## config.mk

```make
export PLATFORM = sky130hd
export DESIGN_NAME = mem_port_arbiter
export DESIGN_NICKNAME = d
export VERILOG_FILES = /design/src/rtl/mem_port_arbiter_pkg.sv /design/src/rtl/mem_port_arbiter_arb_select.sv /design/src/rtl/mem_port_arbiter.sv
export SDC_FILE = /design/constraint.sdc
export NUM_CORES = 1
export LEC_CHECK = 0
export CORE_MARGIN = 2
export CORE_UTILIZATION = 30
export DETAILED_ROUTE_END_ITERATION = 7
export MAX_ROUTING_LAYER = met4
export PLACE_DENSITY = 0.88
export RECOVER_POWER = 25
export SYNTH_ARGS = -nofsm -noshare
export SYNTH_HDL_FRONTEND = slang
export SYNTH_SLANG_ARGS = --single-unit
```

## constraint.sdc

```tcl
create_clock -name clk -period 1.9 [get_ports clk]
set_input_delay 0.19 -clock clk [delete_from_list [all_inputs] [get_ports clk]]
set_output_delay 0.19 -clock clk [all_outputs]
set_load 0.005 [all_outputs]
```

## src/rtl/mem_port_arbiter_pkg.sv

```systemverilog
// Shared definitions for the instruction/data memory port arbiter:
// FSM states, grant-source encoding and read-latency bounds.
package mem_port_arbiter_pkg;

    typedef enum logic [1:0] {
        IDLE   = 2'd0,
        BUSY_I = 2'd1,
        BUSY_D = 2'd2
    } state_e;

    typedef enum logic {
        GNT_INSTR = 1'b0,
        GNT_DATA  = 1'b1
    } gnt_src_e;

    localparam int LAT_MIN = 1;
    localparam int LAT_MAX = 4;
    localparam int CNT_W   = $clog2(LAT_MAX + 1);

    localparam logic [31:0] WORD_MASK = 32'hFFFF_FFFC;

endpackage

```

## src/rtl/mem_port_arbiter_arb_select.sv

```systemverilog
// Fetch/data priority selection with one-transaction fairness.
// gnt_o is one-hot: bit 0 = fetch, bit 1 = data.
module arb_select
    import mem_port_arbiter_pkg::*;
(
    input  logic       if_req,
    input  logic       d_req,
    input  gnt_src_e   last_gnt,
    output logic [1:0] gnt_o
);

    logic if_first;

    // Fetch wins a tie only right after a data access.
    assign if_first = if_req && d_req && (last_gnt == GNT_DATA);

    always_comb begin
        gnt_o = 2'b00;
        unique case (1'b1)
            (if_req && (!d_req || if_first)): gnt_o = 2'b01;
            (d_req && !if_first):             gnt_o = 2'b10;
            default:                          gnt_o = 2'b00;
        endcase
    end

endmodule

```

## src/rtl/mem_port_arbiter.sv

```systemverilog
// Single-port SRAM arbiter between instruction fetch and data accesses,
// one read outstanding, fixed read latency LAT.
module mem_port_arbiter
    import mem_port_arbiter_pkg::*;
#(
    parameter int LAT = 1
) (
    input  logic        clk,
    input  logic        rst_n,
    input  logic        if_req,
    input  logic [31:0] if_addr,
    output logic        if_gnt,
    output logic        if_rvalid,
    output logic [31:0] if_rdata,
    input  logic        d_req,
    input  logic        d_we,
    input  logic [31:0] d_addr,
    input  logic [31:0] d_wdata,
    output logic        d_gnt,
    output logic        d_rvalid,
    output logic        d_err,
    output logic [31:0] d_rdata,
    output logic        mem_cs,
    output logic        mem_oe,
    output logic        mem_we,
    output logic [31:0] mem_addr,
    output logic [31:0] mem_wdata,
    input  logic [31:0] mem_rdata,
    output logic        pc_stall
);

    state_e             state_q, state_d;
    logic [CNT_W-1:0]   cnt_q, cnt_d;
    gnt_src_e           last_q, last_d;
    logic [31:0]        addr_q, addr_d;

    logic [1:0] sel;
    logic       idle;
    logic       gnt_i;
    logic       gnt_d;
    logic       d_mis;
    logic       d_acc;

    arb_select u_arb_select (
        .if_req   (if_req),
        .d_req    (d_req),
        .last_gnt (last_q),
        .gnt_o    (sel)
    );

    // rst_n gates the combinational grants so every output is low in reset.
    assign idle   = (state_q == IDLE);
    assign gnt_i  = rst_n && idle && sel[0];
    assign gnt_d  = rst_n && idle && sel[1];
    assign d_mis  = (d_addr[1:0] != 2'b00);
    assign d_acc  = gnt_d && !d_mis;

    assign if_gnt   = gnt_i;
    assign d_gnt    = gnt_d;
    assign d_err    = gnt_d && d_mis;
    assign pc_stall = rst_n && if_req && !gnt_i;

    always_comb begin
        state_d   = state_q;
        cnt_d     = cnt_q;
        last_d    = last_q;
        addr_d    = addr_q;
        mem_cs    = 1'b0;
        mem_oe    = 1'b0;
        mem_we    = 1'b0;
        mem_addr  = 32'h0;
        mem_wdata = 32'h0;
        if_rvalid = 1'b0;
        if_rdata  = 32'h0;
        d_rvalid  = 1'b0;
        d_rdata   = 32'h0;
        unique case (state_q)
            IDLE: begin
                if (gnt_i) begin
                    mem_cs   = 1'b1;
                    mem_oe   = 1'b1;
                    mem_addr = if_addr & WORD_MASK;
                    addr_d   = if_addr & WORD_MASK;
                    last_d   = GNT_INSTR;
                    cnt_d    = CNT_W'(LAT);
                    state_d  = BUSY_I;
                end else if (d_acc) begin
                    mem_cs   = 1'b1;
                    mem_addr = d_addr & WORD_MASK;
                    last_d   = GNT_DATA;
                    if (d_we) begin
                        mem_we    = 1'b1;
                        mem_wdata = d_wdata;
                    end else begin
                        mem_oe  = 1'b1;
                        addr_d  = d_addr & WORD_MASK;
                        cnt_d   = CNT_W'(LAT);
                        state_d = BUSY_D;
                    end
                end
            end
            BUSY_I, BUSY_D: begin
                mem_cs   = 1'b1;
                mem_oe   = 1'b1;
                mem_addr = addr_q;
                if (cnt_q == CNT_W'(1)) begin
                    if (state_q == BUSY_I) begin
                        if_rvalid = 1'b1;
                        if_rdata  = mem_rdata;
                    end else begin
                        d_rvalid = 1'b1;
                        d_rdata  = mem_rdata;
                    end
                    cnt_d   = '0;
                    state_d = IDLE;
                end else begin
                    cnt_d = cnt_q - CNT_W'(1);
                end
            end
            default: begin
                cnt_d   = '0;
                state_d = IDLE;
            end
        endcase
    end

    always_ff @(posedge clk or negedge rst_n) begin
        if (!rst_n) begin
            state_q <= IDLE;
            cnt_q   <= '0;
            last_q  <= GNT_INSTR;
            addr_q  <= 32'h0;
        end else begin
            state_q <= state_d;
            cnt_q   <= cnt_d;
            last_q  <= last_d;
            addr_q  <= addr_d;
        end
    end

endmodule

```

# == Word level (Yosys, flattened, before mapping) ==
# Cells that the tools add are included.
# totals
in_bits,133
register_bits,38
word_cells,82
# classes
add_sub_neg,1
n_mux,46
reduce_logical,24
eq_ne,7
# op_table
operator,n
two-way mux 32 bit,15
one-hot mux 32 bit (2 select lines),1
two-way mux 1 bit,17
two-way mux 3 bit,4
logical AND 1 bit,11
two-way mux 2 bit,4
one-hot mux 2 bit (2 select lines),2
one-hot mux 3 bit (2 select lines),1
AND reduction 3 bit,2
zero test 1 bit,4
one-hot mux 1 bit (2 select lines),2
AND reduction 2 bit,2
nonzero test 2 bit,2
== test 3 x 1 -> 1 bit (second input constant),1
inequality test 3 x 1 -> 1 bit (second input constant),1
inequality test 3 x 2 -> 1 bit (second input constant),1
subtractor 3 x 1 -> 3 bit (second input constant),1
== test 2 x 1 -> 1 bit (second input constant),1
== test 2 bit (second input constant),1
zero test 2 bit,1
inequality test 2 x 1 -> 1 bit (second input constant),1
inequality test 2 bit (second input constant),1
OR reduction 2 bit,1
logical OR 1 bit,1

# == Logic depth before layout (Yosys ltp) ==
# logic_depth
word_depth,10
depth_mapped,8
mapped_depth_nobuf,7

# == Cells and area by module ==
# A second synthesis with hierarchy kept.
# unflattened
cells_unflattened,406
area_unflattened_um2,2990.4
# by_module_without_submodules
mod,n_inst,cells_per_inst,seq_area_each_um2,area_per_inst_um2
mem_port_arbiter,1,403,900.9,2971.6
arb_select,1,3,0.0,18.8

# == Worst setup path before layout ==
# No wires, ideal clock.
# synth_timing
kind,flip-flop to flip-flop
start,reg state_q[1]
end,reg addr_q[31]
t_arrival_ns,1.904
n_path_buf,1
path_stages_with_launch,9
slack_ns,-0.130
cell_sequence,dfrtp_1 > inv_1 > ha_1 > inv_2 > or3_4 > inv_4 > buf_6 > mux2_2 > mux2_4
# synth_via
word_cells_on_any_way,9
# synth_lines
element,line_no,text
start: declaration,mem_port_arbiter.sv:32,"state_e state_q, state_d;"
start signal: assignment,mem_port_arbiter.sv:134,state_q <= state_d;
zero test 2 bit *,mem_port_arbiter.sv:52,assign idle = (state_q == IDLE);
logical AND 1 bit * (2 in series),mem_port_arbiter.sv:53,assign gnt_i = rst_n && idle && sel[0];
net if_gnt,mem_port_arbiter.sv:12,"output logic if_gnt,"
inequality test 2 x 1 -> 1 bit (no line) / nonzero test 2 bit (equally long branches),--,
AND reduction 3 bit (no line),--,
end signal: assignment,mem_port_arbiter.sv:137,addr_q <= addr_d;
end: declaration,mem_port_arbiter.sv:35,"logic [31:0] addr_q, addr_d;"
# Mark *: on every way through the listed nets, which the timed path passes. The rest lies on a longest branch.
# A chain may end at the register's enable or synchronous reset.

# == Worst setup path after layout ==
# layout_timing
start,reg state_q[0]
end,out mem_addr[6]
# layout_via
elab_chain_cells,7
word_cells_on_any_way,11
# layout_rtl
element,line_no,text
zero test 2 bit,"mem_port_arbiter.sv:52, mem_port_arbiter.sv:77",
logical AND 1 bit,"mem_port_arbiter.sv:53, mem_port_arbiter.sv:54",
logical AND 1 bit,mem_port_arbiter.sv:54,assign gnt_d = rst_n && idle && sel[1];
logical AND 1 bit,mem_port_arbiter.sv:56,assign d_acc = gnt_d && !d_mis;
two-way mux 32 bit,mem_port_arbiter.sv:87,end else if (d_acc) begin
two-way mux 32 bit,mem_port_arbiter.sv:79,if (gnt_i) begin
one-hot mux 32 bit (2 select lines) *,mem_port_arbiter.sv:77,unique case (state_q)
end: declaration,mem_port_arbiter.sv:26,"output logic [31:0] mem_addr,"
# Every way passes the cells marked *; elsewhere a longest branch is shown, timed or not.

==> impl_metrics.json <==
{
  "relSlewSlack": 0.4430,
  "fin_nets": 860,
  "arrival_ps": 2280,
  "grt_pass1_vias": 4303,
  "cp.required_ps": 1710,
  "worstSetupPathType": "flop to output pin",
  "rsz0062_at_grt": "true",
  "numCtsBuffers": 5,
  "use_met1": 0.2754,
  "grt_usage": 0.2603,
  "grt_max_degree": 35,
  "place_hpwl_microns": 9668,
  "synth_area_per_cell_sq_um": 8.958,
  "die_area_sq_um": 11720,
  "rr_worst_depth": 11,
  "syn_to_final_growth_pct": 134.9,
  "grt-busiest-layer": "met2",
  "cts_root_buf": "clkbuf_8",
  "grt_pass1_wl_microns": 22830,
  "worst_slack_ps": -566.1,
  "power_density_nw_per_um2": 1001,
  "fp.dieH_microns": 108.3,
  "synth_area_leaders": "dfrtp_1 28%, and2_1 19%, mux2_4 13%",
  "status": "finished, violations left",
  "path_clk_slew_ps": 80,
  "synth_top_cell_area_share": 0.2763,
  "synth_seq_area_share": 0.2763,
  "die_x_microns": 108.3,
  "leakagePower_nw": 3.739,
  "hold_violations": 0,
  "violations": "negative setup slack",
  "fmax_mhz": 405.5,
  "yosys_warnings": 0,
  "ios": 270,
  "hold_ws_ps": 333.5,
  "setup_viol": 166,
  "grtUsageMet3": 0.05184,
  "wirelength_microns": 16830,
  "dr.first_iter.drc_count": 156,
  "dr.pass1.iters": 4,
  "synth-seq-cells": 36,
  "crit_top_cell": "buf_12",
  "cts_tree": "done",
  "crit_buf_inv": 5,
  "crit_family": "simple AND/OR/NAND/NOR gates",
  "irDropWorstVdd_mv": 0.6116,
  "diodes": 0,
  "initial_core_util": 0.3048,
  "post-route-util": 0.7160,
  "cts.sinks": 36,
  "core_area_sq_um": 10700,
  "r2r_setup_slack_ps": -550,
  "routabilityCongestion": 0.7752,
  "reg2reg_to": "addr_q[11]",
  "end_kind": "output pin",
  "r2r_start": "state_q[0]",
  "route.detailed.drc": 0,
  "drive_gt1_frac": 0.5928,
  "num_rows": 38,
  "finalPower_mw": 7.669,
  "min_period_over_period": 1.298,
  "startpoint_type": "flop",
  "vias": 4204,
  "synthCells": 364,
  "cap_viol_max_count": 0,
  "critPathMaxStageDelay_ps": 490,
  "finClkSkew_ps": 9.023,
  "wl_per_cell_microns": 19.53,
  "cp_cell_sequence": "ha_2 > or4b_4 > nor3_4 > buf_12 > buf_12 > buf_8 > buf_6 > nand2_2 > nand2_1 > buf_2",
  "cp_slowest_cell": "or4b_4",
  "fin_crit_ps": 2466,
  "clk_path_buf_depth": 2,
  "synth.cell_area_sq_um": 3261,
  "ant_nets": 0,
  "place_ws_ps": -527.8,
  "grt_antenna_before_repair": 0,
  "slew_violations": 0,
  "overflow": 0,
  "met2_usage": 0.4924,
  "h-tree-depth": 2,
  "port_buffers": 265,
  "tightest_slew_ps": 835.5,
  "via_per_inst": 4.877,
  "insertion_delay_ps": 290,
  "synth_top_area_cell": "dfrtp_1",
  "crit_fanout": 4,
  "hold_class": "input port to asynchronous set/reset pin",
  "ys_types": 34
}
worst max-delay path by stage:
stage	from	to	cells after the start
5_1_grt	state_q[0]	mem_addr[29]	10
2_1_floorplan	state_q[0]	addr_q[25]	8
4_1_cts	state_q[0]	mem_addr[29]	10
3_3_place_gp	d_addr[1]	mem_addr[5]	7
6_report	state_q[0]	mem_addr[6]	10
3_5_place_dp	d_addr[1]	mem_addr[6]	7
power breakdown:
part | internal (mW) | switching, mW | total (mW) | leakage (nW)
combinational | 3.53 | 2.20 | 5.73 | 3.27
clock | 0.248 | 0.283 | 0.531 | 0.0400
sequential | 1.15 | 0.260 | 1.41 | 0.432
stage by stage:
stage	cell area [sq um]	std cells	TNS, ps
3_3_place_gp	6326	776	-43550
6_report	7660	862	-53910
5_1_grt	7660	862	-63880
4_1_cts	7401	852	-58900
2_1_floorplan	3363	365	-2402
3_5_place_dp	6326	776	-50400
final cells by class:
cell class | count | area (sq um)
clock buffers | 5 | 68.82
clock inverters | 2 | 12.51
repair buffers | 377 | 3820
multi-input cells | 294 | 2643
inverters | 8 | 40.04
flip-flops and latches | 36 | 900.9
fillers | 777 | 3038
well taps | 140 | 175.2
synthesized netlist by cell type:
cell        n
clkbuf_1   15
o2111ai_1   1
a22o_1      1
nand2b_1    1
nor2b_1     2
nor2_2      1
nor3_1      5
or3b_1      1
inv_2       1
o21ai_0     2
buf_2       4
or4b_1      1
mux2_4     29
dfrtp_1    36
nand3_1     2
or3_4       1
nor2_1      5
and3_1      2
buf_6       6
inv_4       1
nor3_2      1
mux2_1     13
a31oi_1     1
conb_1      1
inv_1       6
and2_1     97
a22oi_1    31
a21oi_1     2
buf_4       2
nor4b_4     1
ha_1        5
mux2_2     20
nand2_1    65
nor4_1      2
routing by layer:
layer | up-vias | part of all wire | wire [microns]
li1 | 1939 | - | -
met1 | 2052 | 0.37 | 6234
met2 | 183 | 0.54 | 9125
met3 | 30 | 0.066 | 1104
met4 | 0 | 0.022 | 367
met5 | - | 0 | 0
what timing repair did:
| action | 4_1_cts | 5_1_grt |
|---|---|---|
| hold buffers | 1 | 0 |
| pin swaps | 42 | 31 |
| setup buffers | 53 | 25 |
| gates cloned | 15 | 2 |
| gates resized for setup | 608 | 176 |
| endpoints found under the hold margin | 2 | 0 |
| setup endpoints to repair | 165 | 170 |
cells by family after synthesis:
group | after synthesis | share of synthesized area
simple gates | 187 | 0.3124
mux | 62 | 0.2475
compound gates | 38 | 0.08481
flops | 36 | 0.2763
buf+inv | 35 | 0.05871
fa+ha+maj | 5 | 0.01919
other cells | 1 | 0.001150
cells in the final DEF (no fill, tap or decap), types with 2 or more instances in the layout:
cell,instances
nor2_1,2
mux2_2,6
clkbuf_2,5
mux2_4,54
mux2_1,2
nor2_4,2
clkbuf_16,2
buf_6,88
nor2_2,2
a22oi_1,30
clkdlybuf4s15_2,14
buf_12,14
nand2_1,48
nor3_4,2
clkdlybuf4s50_1,129
and2_4,69
nor3_1,3
buf_4,50
buf_8,13
nand2_2,16
buf_16,5
conb_1,2
clkbuf_8,5
and2_1,28
ha_4,3
dfrtp_1,36
and3_4,2
inv_1,2
buf_2,54
inv_2,4
flip-flops by register name (all words and copies together), names as in the netlist:
name     cells
state_q      2
cnt_q        3
last_q       1
addr_q      30
(Power assumes the default switching activity.)
